<file path="config.mk">
export PLATFORM = sky130hd
export DESIGN_NAME = bmf_h_decoder_seq
export DESIGN_NICKNAME = d
export VERILOG_FILES = /design/src/rtl/bmf_h_decoder_seq.sv
export SDC_FILE = /design/constraint.sdc
export NUM_CORES = 1
export LEC_CHECK = 0
export CELL_PAD_IN_SITES_DETAIL_PLACEMENT = 1
export CELL_PAD_IN_SITES_GLOBAL_PLACEMENT = 1
export CORE_MARGIN = 2
export CORE_UTILIZATION = 51
export CTS_BUF_LIST = sky130_fd_sc_hd__clkbuf_16
export DETAILED_ROUTE_END_ITERATION = 10
export PLACE_DENSITY_LB_ADDON = 0.2
export SKIP_CTS_REPAIR_TIMING = 1
export SLEW_MARGIN = 20
export SYNTH_ARGS = -nofsm -noshare
export SYNTH_HDL_FRONTEND = slang
export SYNTH_SLANG_ARGS = --single-unit
</file>
<file path="constraint.sdc">
create_clock -name clk -period 3.7 [get_ports clk]
set_clock_uncertainty 0.05 [all_clocks]
set_input_delay 0.555 -clock clk [delete_from_list [all_inputs] [get_ports clk]]
set_output_delay 0.555 -clock clk [all_outputs]
set_load 0.02 [all_outputs]
</file>
<file path="src/rtl/bmf_h_decoder_seq.sv">
// Sequential Boolean-matrix-factorization decompressor.
// A K-bit compressed vector selects rows of a runtime-loaded K x M basis
// matrix H. The selected rows are folded into an M-bit result one row per
// cycle. Each output column combines with OR or with XOR, chosen by a
// per-column mask. Input and output use valid/ready handshakes, and only
// one vector is in flight at a time.
module bmf_h_decoder_seq #(
    parameter int K  = 7,
    parameter int M  = 9,
    parameter int RW = $clog2(K)
) (
    input  logic          clk,
    input  logic          rst_n,
    input  logic          cfg_we,
    input  logic [RW-1:0] cfg_row,
    input  logic [M-1:0]  cfg_data,
    input  logic          cfg_mask_we,
    output logic          cfg_busy,
    input  logic          in_valid,
    output logic          in_ready,
    input  logic [K-1:0]  in_k,
    output logic          out_valid,
    input  logic          out_ready,
    output logic [M-1:0]  out_po
);

    typedef enum logic [1:0] {IDLE, ACCUM, HOLD} state_t;

    // Row index of the last basis row, and the exclusive bound for cfg_row.
    // The bound is one bit wider than cfg_row so that K = 2**RW still compares correctly.
    localparam logic [RW-1:0] LAST_ROW = RW'(K - 1);
    localparam logic [RW:0]   ROW_LIM  = (RW + 1)'(K);

    state_t         state_q;
    logic [M-1:0]   h_q [K];
    logic [M-1:0]   mask_q;
    logic [M-1:0]   acc_q;
    logic [M-1:0]   acc_d;
    logic [M-1:0]   out_po_q;
    logic [K-1:0]   k_q;
    logic [RW-1:0]  cnt_q;
    logic           out_valid_q;
    logic [M-1:0]   row_sel;
    logic           accept;
    logic           cfg_ok;

    // in_ready is held low while reset is asserted, so no vector is taken during reset.
    assign in_ready  = rst_n && (state_q == IDLE);
    assign accept    = in_valid && in_ready;
    // Configuration is applied only while idle. A same-cycle accept takes priority,
    // so H and the mask cannot change under a running computation.
    assign cfg_ok    = (state_q == IDLE) && !accept;
    assign cfg_busy  = (state_q != IDLE);
    assign out_valid = out_valid_q;
    assign out_po    = out_po_q;

    // Fold the current H row into the accumulator: XOR in masked columns, OR elsewhere.
    always_comb begin
        // NOTE: every combinational output gets a default first, so no latch is inferred.
        row_sel = h_q[cnt_q];
        acc_d   = acc_q;
        if (k_q[cnt_q]) begin
            acc_d = (mask_q & (acc_q ^ row_sel)) | (~mask_q & (acc_q | row_sel));
        end
    end

    // Control FSM, configuration storage and the registered outputs.
    always_ff @(posedge clk) begin
        if (!rst_n) begin
            // NOTE: H is cleared on reset on purpose; software must reprogram it after a reset.
            for (int r = 0; r < K; r++) begin
                h_q[r] <= '0;
            end
            mask_q      <= '0;
            acc_q       <= '0;
            out_po_q    <= '0;
            k_q         <= '0;
            cnt_q       <= '0;
            out_valid_q <= 1'b0;
            state_q     <= IDLE;
        end else begin
            // NOTE: non-blocking assignments keep every register update tied to this edge.
            if (cfg_ok) begin
                if (cfg_we && ({1'b0, cfg_row} < ROW_LIM)) begin
                    h_q[cfg_row] <= cfg_data;
                end
                if (cfg_mask_we) begin
                    mask_q <= cfg_data;
                end
            end

            case (state_q)
                IDLE: begin
                    if (accept) begin
                        k_q     <= in_k;
                        acc_q   <= '0;
                        cnt_q   <= '0;
                        state_q <= ACCUM;
                    end
                end
                ACCUM: begin
                    acc_q <= acc_d;
                    // The counter returns to 0 through the state change; it never wraps by arithmetic.
                    if (cnt_q == LAST_ROW) begin
                        out_po_q    <= acc_d;
                        out_valid_q <= 1'b1;
                        cnt_q       <= '0;
                        state_q     <= HOLD;
                    end else begin
                        cnt_q <= cnt_q + RW'(1);
                    end
                end
                HOLD: begin
                    if (out_ready) begin
                        out_valid_q <= 1'b0;
                        state_q     <= IDLE;
                    end
                end
                default: state_q <= IDLE;
            endcase
        end
    end

endmodule
</file>
After elaboration in Yosys (flattened, before gate mapping)
Memory sizes are Yosys's and may differ from the RTL's. A register that Yosys moved wholly into a read port is not among the register bits.
Index checks and enable logic that the tools add are counted.
{"block": "totals", "ff_bits": 40, "memories": 1, "ramBits": 63, "out_inout_bits": 12}
{"block": "classes", "reduce_logical": 16, "n_eq_ne": 6, "bitwise": 6, "mux": 25, "order_cmp": 2, "n_addsub": 1}
{"memory": "h_q", "words": 7, "word_bits": 9, "read_ports": 1, "rd_ports_with_merged_regs": 1, "wr": 7, "line_no": "35", "text": "logic [M-1:0] h_q [K];"}
{"op": "$mux W9", "count": 3}
{"op": "$and A9 B9 Y9", "count": 2}
{"op": "$or A9 B9 Y9", "count": 2}
{"op": "$pmux W9 S2", "count": 1}
{"op": "$mux W3", "count": 5}
{"op": "$mux W1", "count": 9}
{"op": "$not A9 Y9", "count": 1}
{"op": "$reduce_or A9 Y1", "count": 1}
{"op": "$xor A9 B9 Y9", "count": 1}
{"op": "$reduce_and A2 Y1", "count": 4}
{"op": "$mux W2", "count": 3}
{"op": "$ne A2 B2 Y1 const B", "count": 3}
{"op": "$pmux W2 S3", "count": 1}
{"op": "$pmux W3 S2", "count": 1}
{"op": "$reduce_and A3 Y1", "count": 2}
{"op": "$reduce_bool A2 Y1", "count": 3}
{"op": "$logic_and A1 B1 Y1", "count": 4}
{"op": "$lt A3 B4 Y1 const B", "count": 1}
{"op": "$add A3 B1 Y3 const B", "count": 1}
{"op": "$bmux W1 S3", "count": 1}
{"op": "$eq A3 B3 Y1 const B", "count": 1}
{"op": "$lt A3 B3 Y1 const B", "count": 1}
{"op": "$eq A2 B1 Y1 const B", "count": 1}
{"op": "$eq A2 B2 Y1 const B", "count": 1}
{"op": "other kinds (3)", "count": 3}

Depth between registers and ports, before layout
Gate-level depths: netlist of run 1.
{"block": "logic_depth", "ltp_word": 10, "depth_mapped": 9, "mapped_depth_nobuf": 7}

Worst setup path after synthesis of run 1
OpenSTA, ideal clock, no wires.
{"block": "synth_timing", "kind": "register to register", "start": "register with a tool-made name", "end": "register out_po_q[3] (netlist: out_po[3])", "arrival_time_ns": 2.003, "setup_time_ns": 0.122, "synth_period_minus_slack_ns": 2.174, "stages_incl_launch_ff": 10, "n_path_buf": 2, "path_slack_ns": 1.526, "t_required_ns": 3.528, "path_cell_list": "dfxtp_1 -> buf_2 -> buf_4 -> mux4_2 -> mux2i_1 -> ha_1 -> inv_1 -> mux2i_1 -> a31oi_1 -> a21oi_1"}
{"item": "end signal, assigned", "line_no": "76", "text": "out_po_q <= '0;"}
{"item": "end signal, assigned", "line_no": "105", "text": "out_po_q <= acc_d;"}
{"item": "end, declared", "line_no": "39", "text": "logic [M-1:0] out_po_q;"}

==> results of run 1 <==
worst max-delay path, cell delays in order (launching register included):
cell      delay, ns
dfxtp_1        0.73
buf_4          0.29
mux4_2         0.22
mux2i_1        0.12
ha_1           0.23
or2_2          0.26
a21boi_0       0.32
nand4_1        0.16
nand3_1        0.12
layer usage:
| metal | part of all wire (%) | wire, um | up-vias | GRT usage, % |
|---|---|---|---|---|
| li1 | - | - | 1769 | - |
| met1 | 42 | 5716 | 1906 | 32.05 |
| met2 | 51 | 7056 | 92 | 45.31 |
| met3 | 5.1 | 701 | 21 | 6.140 |
| met4 | 2.0 | 269 | 0 | 12.06 |
| met5 | 0 | 0 | - | 0 |
final cells by class:
| cell class | instances | share of cell area [%] |
|---|---|---|
| flip-flops and latches | 115 | 45.49 |
| multi-input cells | 311 | 34.74 |
| clock buffers | 17 | 6.598 |
| repair buffers | 43 | 6.326 |
| clock inverters | 15 | 2.697 |
| well taps | 136 | 2.639 |
| inverters | 26 | 1.514 |
cells in the mapped netlist, drive strengths merged:
cell     count
edfxtp      63
dfxtp       52
nand2       50
nor2        44
nand3       30
mux2i       29
inv         26
o21ai       26
buf         20
mux4        18
a21boi      15
nor2b       13
and2        10
clkbuf       9
ha           9
nand4        9
a21oi        7
a31oi        6
or2          5
nand2b       4
nand3b       4
o2111ai      4
or3          4
a211oi       2
mux2         2
nor3         2
a2bb2oi      1
and3b        1
and4b        1
and4bb       1
conb         1
nor3b        1
o21bai       1
o22a         1
o22ai        1
o2bb2ai      1
flip-flops by register name, indices dropped and copies added, names as in the netlist, named ones only:
name	count
out_po	9
state_q	2
mask_q	9
out_valid	1
cnt_q	3
k_q	7
acc_q	9
h_q	72
logic make-up (layout without fill, tap and decap cells):
logic type               after synthesis  in the layout  synth area share (%)
AND/OR/NAND/NOR                      179            179                 17.13
flip-flops                           115            115                 54.41
AO/OA/AOI/OAI                         65             65                 8.241
buffers and inverters                 55            101                 4.596
multiplexers                          49             49                 13.46
adder cells (fa/ha/maj)                9              9                 2.089
other                                  1              9               0.06957
worst paths after layout:
path	endpoint	slack (ns)	cells past startpoint
max	out_po[5]	1.13	8
min	k_q[0]	0.42	2
max reg2reg	out_po[5]	1.13	8
min reg2reg	k_q[0]	0.42	2
power by group through the flow:
stage	combinational, uW	clock [uW]	sequential, uW
5_1_grt	342	1740	1440
4_1_cts	310	1690	1430
3_5_place_dp	306	0	1460
6_report	309	1670	1430
2_1_floorplan	215	0	1440
3_3_place_gp	294	0	1450
through the flow:
| step | util, % | cells | power [uW] | area, um^2 |
|---|---|---|---|---|
| floorplan | - | 481 | 1652 | 5420 |
| global placement | 56.90 | 631 | 1747 | 5848 |
| detailed placement | 56.90 | 631 | 1762 | 5848 |
| CTS | 62.73 | 663 | 3435 | 6447 |
| global route | 62.73 | 663 | 3520 | 6447 |
| finish | 62.73 | 663 | 3415 | 6447 |
==> impl_metrics.tcl, run 1 <==
set metrics [dict create \
    outcome "finished clean" \
    via_count 3788 \
    antennaDiodeCount 0 \
    p_leak_uw 0.002359 \
    routabilityCongestion 0.8240 \
    period_share_pct 69.46 \
    num_rows 37 \
    die_w_um 106.8 \
    io-pin-count 37 \
    cts.sinks 115 \
    dieArea_mm2 0.01141 \
    port_buffers 36 \
    syn_area_per_cell_um2 11.40 \
    clk_latency_ns 0.42 \
    syn-cell-area_mm2 0.005390 \
    grt_pass1_vias 4082 \
    cts_root_buf "clkbuf_16" \
    synth_top_cell_area_share_pct 35.10 \
    vias_per_cell 5.713 \
    slew_headroom_pct 38.71 \
    tns_ns 0 \
    antenna_found_initial 0 \
    nFillCells 1052 \
    max_freq_mhz 389.1 \
    antenna_left 0 \
    numCtsBuffers 17 \
    area_growth_pct 19.61 \
    initial_utilization_pct 52.45 \
    fp.coreArea_mm2 0.01028 \
    htree_levels 4 \
    combPwrFrac_pct 9.0 \
    grt_pass1_wl_um 22160 \
    final.setup.worst_slack_ns 1.130 \
    wl_um 13740 \
    ys_seq_area_share_pct 54.41 \
    start_kind "flop" \
    cap_violations 0 \
    drv_slew 0 \
    final_cell_mix "edfxtp_1, dfxtp_1, nand2_1, clkdlybuf4s50_1, nand3_1" \
    crit_type "reg -> reg" \
    ys_types 46 \
    drive_gt1_share_pct 15.75 \
    hold_start "k_q[0]" \
    crit_arrival_ns 2.87 \
    ys.warnings.count 0 \
    seqPwrFrac_pct 42.0 \
    ys_ff_latch 115 \
    rsz0062_at_grt "no" \
    yosysTopAreaCell "edfxtp_1" \
    dpl_worst_slack_ns 0.7520 \
    cts.clk_slew.worst_paths_ns 0.05 \
    synth_cells 473 \
    drt_pass1_iterations 4 \
    p_per_area_mw_per_mm2 529.7 \
    drt_iter0_markers 190 \
    hold_viol_final 0 \
    netSwitchingFraction_pct 22.89 \
    grt-ovfl-total 0 \
    tightest_slew_ns 0.9159 \
    cts_tree "built" \
    die_h_um 106.8 \
    cts_buffer_depth 2 \
    whs_ns 0.4173 \
    hold_path.class "reg -> reg" \
    worstSetupEndpointType "flop" \
    track_usage_pct 26.56 \
    crit_fanout 12 \
    ys_top_cells_by_area "edfxtp_1, dfxtp_1, mux4_2" \
    intPower_uw 2633 \
    crit_required_ns 4.00 \
    nNetsFinal 548 \
    final_common_cell "edfxtp_1" \
    wire_per_inst_um 20.73 \
    fin_crit_ns 2.570 \
    grt_max_degree 56 \
    final-seq-area_mm2 0.002933 \
    hpwlAfterDp_um 9580 \
    drcViolationCount 0 \
    p_switching_uw 781.7 \
    peakVddDrop_mv 0.3646 \
    multi_input_area_mm2 0.002240 \
    clkPwrFrac_pct 49.0 \
    setup_viol 0 \
]
No activity file was read; power rests on OpenSTA's default activity.
==> run 2, diff against run 1 <==
--- a/config.mk
+++ b/config.mk
@@ -8,7 +8,7 @@
 export CELL_PAD_IN_SITES_DETAIL_PLACEMENT = 1
 export CELL_PAD_IN_SITES_GLOBAL_PLACEMENT = 1
 export CORE_MARGIN = 2
-export CORE_UTILIZATION = 51
+export CORE_UTILIZATION = 47
 export CTS_BUF_LIST = sky130_fd_sc_hd__clkbuf_16
 export DETAILED_ROUTE_END_ITERATION = 10
 export PLACE_DENSITY_LB_ADDON = 0.2
==> constraint.sdc (replaced) <==
create_clock -name clk -period 2.45 [get_ports clk]
set_clock_uncertainty 0.05 [all_clocks]
set_input_delay 0.3675 -clock clk [delete_from_list [all_inputs] [get_ports clk]]
set_output_delay 0.3675 -clock clk [all_outputs]
set_load 0.02 [all_outputs]
==> run 2 against run 1 <==
Net effect:
- hold slack got worse by 0.085 ns
- global-route usage is 4.6 points lower
- via count fell by 2.3%
- combinational power up 53%
- largest power group unchanged
- maximum frequency increased by 14%
==> impl_metrics.tcl, run 2 (synthesis results as in run 1) <==
set metrics [dict create \
    holdPathStages 2 \
    num_rows 39 \
    cap_violations 0 \
    final_common_cell "edfxtp_1" \
    vias_per_cell 5.433 \
    p_leak_uw 0.002362 \
    clk_latency_ns 0.42 \
    grt-ovfl-total 0 \
    rsz0062_at_grt "no" \
    die_w_um 111.1 \
    numCtsBuffers 17 \
    final-seq-area_mm2 0.002933 \
    hpwlAfterDp_um 8808 \
    crit_required_ns 2.70 \
    port_buffers 36 \
    dpl_worst_slack_ns 0.04169 \
    peakVddDrop_mv 0.5155 \
    tns_ns 0 \
    area_growth_pct 20.10 \
    io-pin-count 37 \
    max_freq_mhz 444.8 \
    tightest_slew_ns 0.5678 \
    r2r-end "out_po[8]" \
    setup_viol 0 \
    rr_worst_depth 8 \
    die_h_um 111.1 \
    slew_headroom_pct 62.07 \
    dieArea_mm2 0.01234 \
    worstSetupEndpointType "flop" \
    antenna_found_initial 0 \
    fp.coreArea_mm2 0.01132 \
    initial_utilization_pct 47.61 \
    drv_slew 0 \
    via_count 3700 \
    drt_pass1_iterations 4 \
    whs_endpoint "out_valid" \
    crit_fanout 18 \
    fin_crit_ns 2.248 \
    outcome "finished clean" \
    grt_pass1_wl_um 20710 \
    period_share_pct 91.77 \
    cts.sinks 115 \
    nFillCells 1226 \
    largest_reg_flops 72 \
    antennaDiodeCount 0 \
    hold_start "rst_n" \
    htree_levels 4 \
    antenna_left 0 \
    grt_max_degree 50 \
    p_per_area_mw_per_mm2 738.4 \
    routabilityCongestion 0.7484 \
    drt_iter0_markers 197 \
    final_cell_mix "edfxtp_1, dfxtp_1, nand2_1, clkdlybuf4s50_1, nand3_1" \
    wl_um 12450 \
    cts.clk_slew.worst_paths_ns 0.05 \
    final.setup.worst_slack_ns 0.2017 \
    cts_buffer_depth 2 \
    grt_pass1_vias 4038 \
    hold_viol_final 0 \
    hold_path.class "in -> reg" \
    drcViolationCount 0 \
    cts_root_buf "clkbuf_16" \
    regMostFlops "h_q" \
    crit_type "reg -> reg" \
    crit_arrival_ns 2.50 \
    cts_tree "built" \
    drive_gt1_share_pct 18.03 \
    nNetsFinal 559 \
    start_kind "flop" \
    wire_per_inst_um 18.28 \
    multi_input_area_mm2 0.002240 \
    ff2ff_setup_slack_ns 0.20 \
    track_usage_pct 21.98 \
]
## run 2: cell count changes in the layout (fill, tap and decap cells not counted), sizes merged
cell	previous run	this run
buf	8	19
bufinv	4	0
clkinv	7	10
inv	29	27
clkinvlp	1	4
## run 2: cell type report
class | count | share of cell area (%)
clock inverters | 15 | 1.488
clock buffers | 17 | 6.571
inverters | 26 | 1.508
well taps | 143 | 2.764
repair buffers | 54 | 7.770
multi-input cells | 311 | 34.60
flip-flops and latches | 115 | 45.30
## run 2: routing by layer
layer  vias to the layer above  track usage, %  share of wire [%]
met5                         -               0                  0
met4                         0           9.630                1.4
met3                        18           5.577                3.0
met2                        49           38.36                 53
met1                      1847           25.65                 43
li1                       1786               -                  -
## run 2: power breakdown
part | internal [uW] | switching (uW)
logic | 206 | 267
clock network | 1270 | 884
registers | 2110 | 42.5
total | 3590 | 1190
## run 2: how the worst max path moves through the flow
stage | startpoint | end | slack [ns] | cells after the start
detailed placement | in_valid | h_q[1][5] | 0.04 | 5
CTS | flop | out_po[8] | 0.18 | 8
floorplan | flop | out_po[3] | 0.28 | 9
global placement | in_valid | h_q[0][8] | 0.08 | 5
finish | flop | out_po[8] | 0.20 | 8
global route | flop | out_po[8] | 0.005 | 8
## run 2: per-stage QoR
stage | std cells | hold slack [ns] | cell area (um^2) | total power (uW) | utilization (%)
after detailed placement | 649 | 0.4110 | 5952 | 2667 | 52.58
after global placement | 649 | 0.3953 | 5952 | 2645 | 52.58
final | 681 | 0.3320 | 6474 | 4780 | 57.18
after CTS | 681 | 0.3063 | 6474 | 4832 | 57.18
after global routing | 681 | 0.3414 | 6474 | 4944 | 57.18
after floorplan | 481 | 0.3814 | 5420 | 2495 | -
## run 2: critical path: stages, from the launching register on
cell and delay, ns:
dfxtp_1 0.36, buf_12 0.20, mux4_2 0.52, mux2i_1 0.27, ha_1 0.30, inv_1 0.06, mux2i_1 0.09, a31oi_1 0.19
a21oi_1 0.08
==> run 3, diff against run 2 <==
--- a/config.mk
+++ b/config.mk
@@ -8,7 +8,7 @@
 export CELL_PAD_IN_SITES_DETAIL_PLACEMENT = 1
 export CELL_PAD_IN_SITES_GLOBAL_PLACEMENT = 1
 export CORE_MARGIN = 2
-export CORE_UTILIZATION = 47
+export CORE_UTILIZATION = 45
 export CTS_BUF_LIST = sky130_fd_sc_hd__clkbuf_16
 export DETAILED_ROUTE_END_ITERATION = 10
 export PLACE_DENSITY_LB_ADDON = 0.2
==> constraint.sdc (replaced) <==
create_clock -name clk -period 2.6 [get_ports clk]
set_clock_uncertainty 0.05 [all_clocks]
set_input_delay 0.39 -clock clk [delete_from_list [all_inputs] [get_ports clk]]
set_output_delay 0.39 -clock clk [all_outputs]
set_load 0.02 [all_outputs]
==> run 3 against run 2 <==
Net effect:
- design area grew 0.35%
- cell count shrank 0.29%
- global-route usage grew 1.0 points
- setup slack gained 0.086 ns
- sequential power shrank 6%
- first-iteration DRC count grew 40%
- sequential cell count is the same
- critical path depth shrank 6
- clock power is essentially flat
- routed wire length grew 8.4%
==> impl_metrics.tcl, run 3 (synthesis results as in run 1) <==
set metrics [dict create \
    grt_pass1_wl_um 22070 \
    worstSetupEndpointType "output pin" \
    hold_path.class "in -> reg" \
    die_w_um 113.4 \
    cap_violations 0 \
    final-seq-area_mm2 0.002933 \
    cts_buffer_depth 2 \
    drcViolationCount 0 \
    cts.clk_slew.worst_paths_ns 0.06 \
    start_kind "flop" \
    hold_viol_final 0 \
    final_common_cell "edfxtp_1" \
    crit_type "reg -> out" \
    finish.utilization_pct 56.17 \
    area_growth_pct 20.52 \
    critical_path.cell_chain "nor3b_1 > clkdlybuf4s50_1" \
    tightest_slew_ns 0.6309 \
    antennaDiodeCount 0 \
    num_rows 39 \
    numCtsBuffers 17 \
    dieArea_mm2 0.01287 \
    crit_arrival_ns 1.87 \
    nFillCells 1231 \
    initial_utilization_pct 46.61 \
    cts_tree "built" \
    drv_slew 0 \
    max_freq_mhz 432.5 \
    final_cell_mix "edfxtp_1, dfxtp_1, nand2_1, clkdlybuf4s50_1, nand3_1" \
    grt_max_degree 46 \
    slew_headroom_pct 57.90 \
    cp_num_buf_inv 1 \
    antenna_found_initial 0 \
    drt_pass1_iterations 6 \
    cp_top_family "buffers and inverters" \
    drt_iter0_markers 275 \
    setup_viol 0 \
    p_leak_uw 0.002363 \
    wire_per_inst_um 19.88 \
    cts_root_buf "clkbuf_16" \
    worstSetupEndpoint "in_ready" \
    p_per_area_mw_per_mm2 720.0 \
    outcome "finished clean" \
    hpwlAfterDp_um 9391 \
    nNetsFinal 557 \
    grt-ovfl-total 0 \
    port_buffers 36 \
    holdPathStages 2 \
    routabilityCongestion 0.7506 \
    fin_crit_ns 2.312 \
    slowest_stage "clkdlybuf4s50_1" \
    track_usage_pct 23.01 \
    tns_ns 0 \
    htree_levels 4 \
    period_share_pct 88.94 \
    crit_required_ns 2.16 \
    peakVddDrop_mv 0.5167 \
    die_h_um 113.4 \
    antenna_left 0 \
    rr_worst_depth 8 \
    vias_per_cell 5.523 \
    crit_fanout 8 \
    fp.coreArea_mm2 0.01156 \
    startpoint "state_q[1]" \
    multi_input_area_mm2 0.002240 \
    drive_gt1_share_pct 17.91 \
    via_count 3750 \
    grt_pass1_vias 4090 \
    ff2ff_setup_slack_ns 0.30 \
    slowest_delay_ns 0.67 \
    largest_reg_flops 72 \
    path_depth 2 \
    rsz0062_at_grt "no" \
    r2r-end "out_po[7]" \
    io-pin-count 37 \
    clk_latency_ns 0.43 \
    regMostFlops "h_q" \
    wl_um 13500 \
    cts.sinks 115 \
]
[run 3: cell count changes in the layout (fill, tap and decap cells not counted), sizes merged]
cell,change
clkinv,-3
buf,-2
inv,+2
bufinv,+1
[run 3: area by class of cell]
class / instances / area share [%]
Sequential cell: 115 / 45.15
Timing Repair Buffer: 52 / 7.512
Clock buffer: 17 / 6.549
Inverter: 26 / 1.502
Multi-Input combinational cell: 311 / 34.48
Tap cell: 143 / 2.754
Clock inverter: 15 / 2.061
[run 3: report_power, final]
group	internal, uW	leakage [uW]	switching (uW)	total (uW)
registers	1990	0.00107	43.9	2030
logic	191	0.00103	262	454
clock network	1310	0.000261	879	2190
total	3490	0.00236	1180	4680
[run 3: layer usage]
layer,vias to the layer above,routed length (um),global-route usage [%]
met5,-,0,0
met1,1884,5792,27.76
li1,1789,-,-
met2,55,7079,40.00
met3,22,363,5.739
met4,0,261,8.618
[run 3: worst min-delay path by stage]
stage               startpoint         to  slack, ns
floorplan               k_q[5]     k_q[5]       0.38
CTS                      rst_n  h_q[6][3]       0.31
global route             rst_n  h_q[6][3]       0.33
global placement        k_q[1]     k_q[1]       0.40
detailed placement      k_q[5]     k_q[5]       0.41
finish                   rst_n  h_q[6][3]       0.32
[run 3: per-stage QoR]
stage | area, um^2 | hold WS (ns) | setup slack, ns | cells | power (uW)
6_report | 6496 | 0.3245 | 0.2876 | 679 | 4677
3_5_place_dp | 5937 | 0.4077 | 0.09014 | 647 | 2517
2_1_floorplan | 5420 | 0.3814 | 0.4260 | 481 | 2351
3_3_place_gp | 5937 | 0.3991 | 0.1782 | 647 | 2497
5_1_grt | 6496 | 0.3311 | 0.1769 | 679 | 4854
4_1_cts | 6496 | 0.3052 | 0.2369 | 679 | 4716
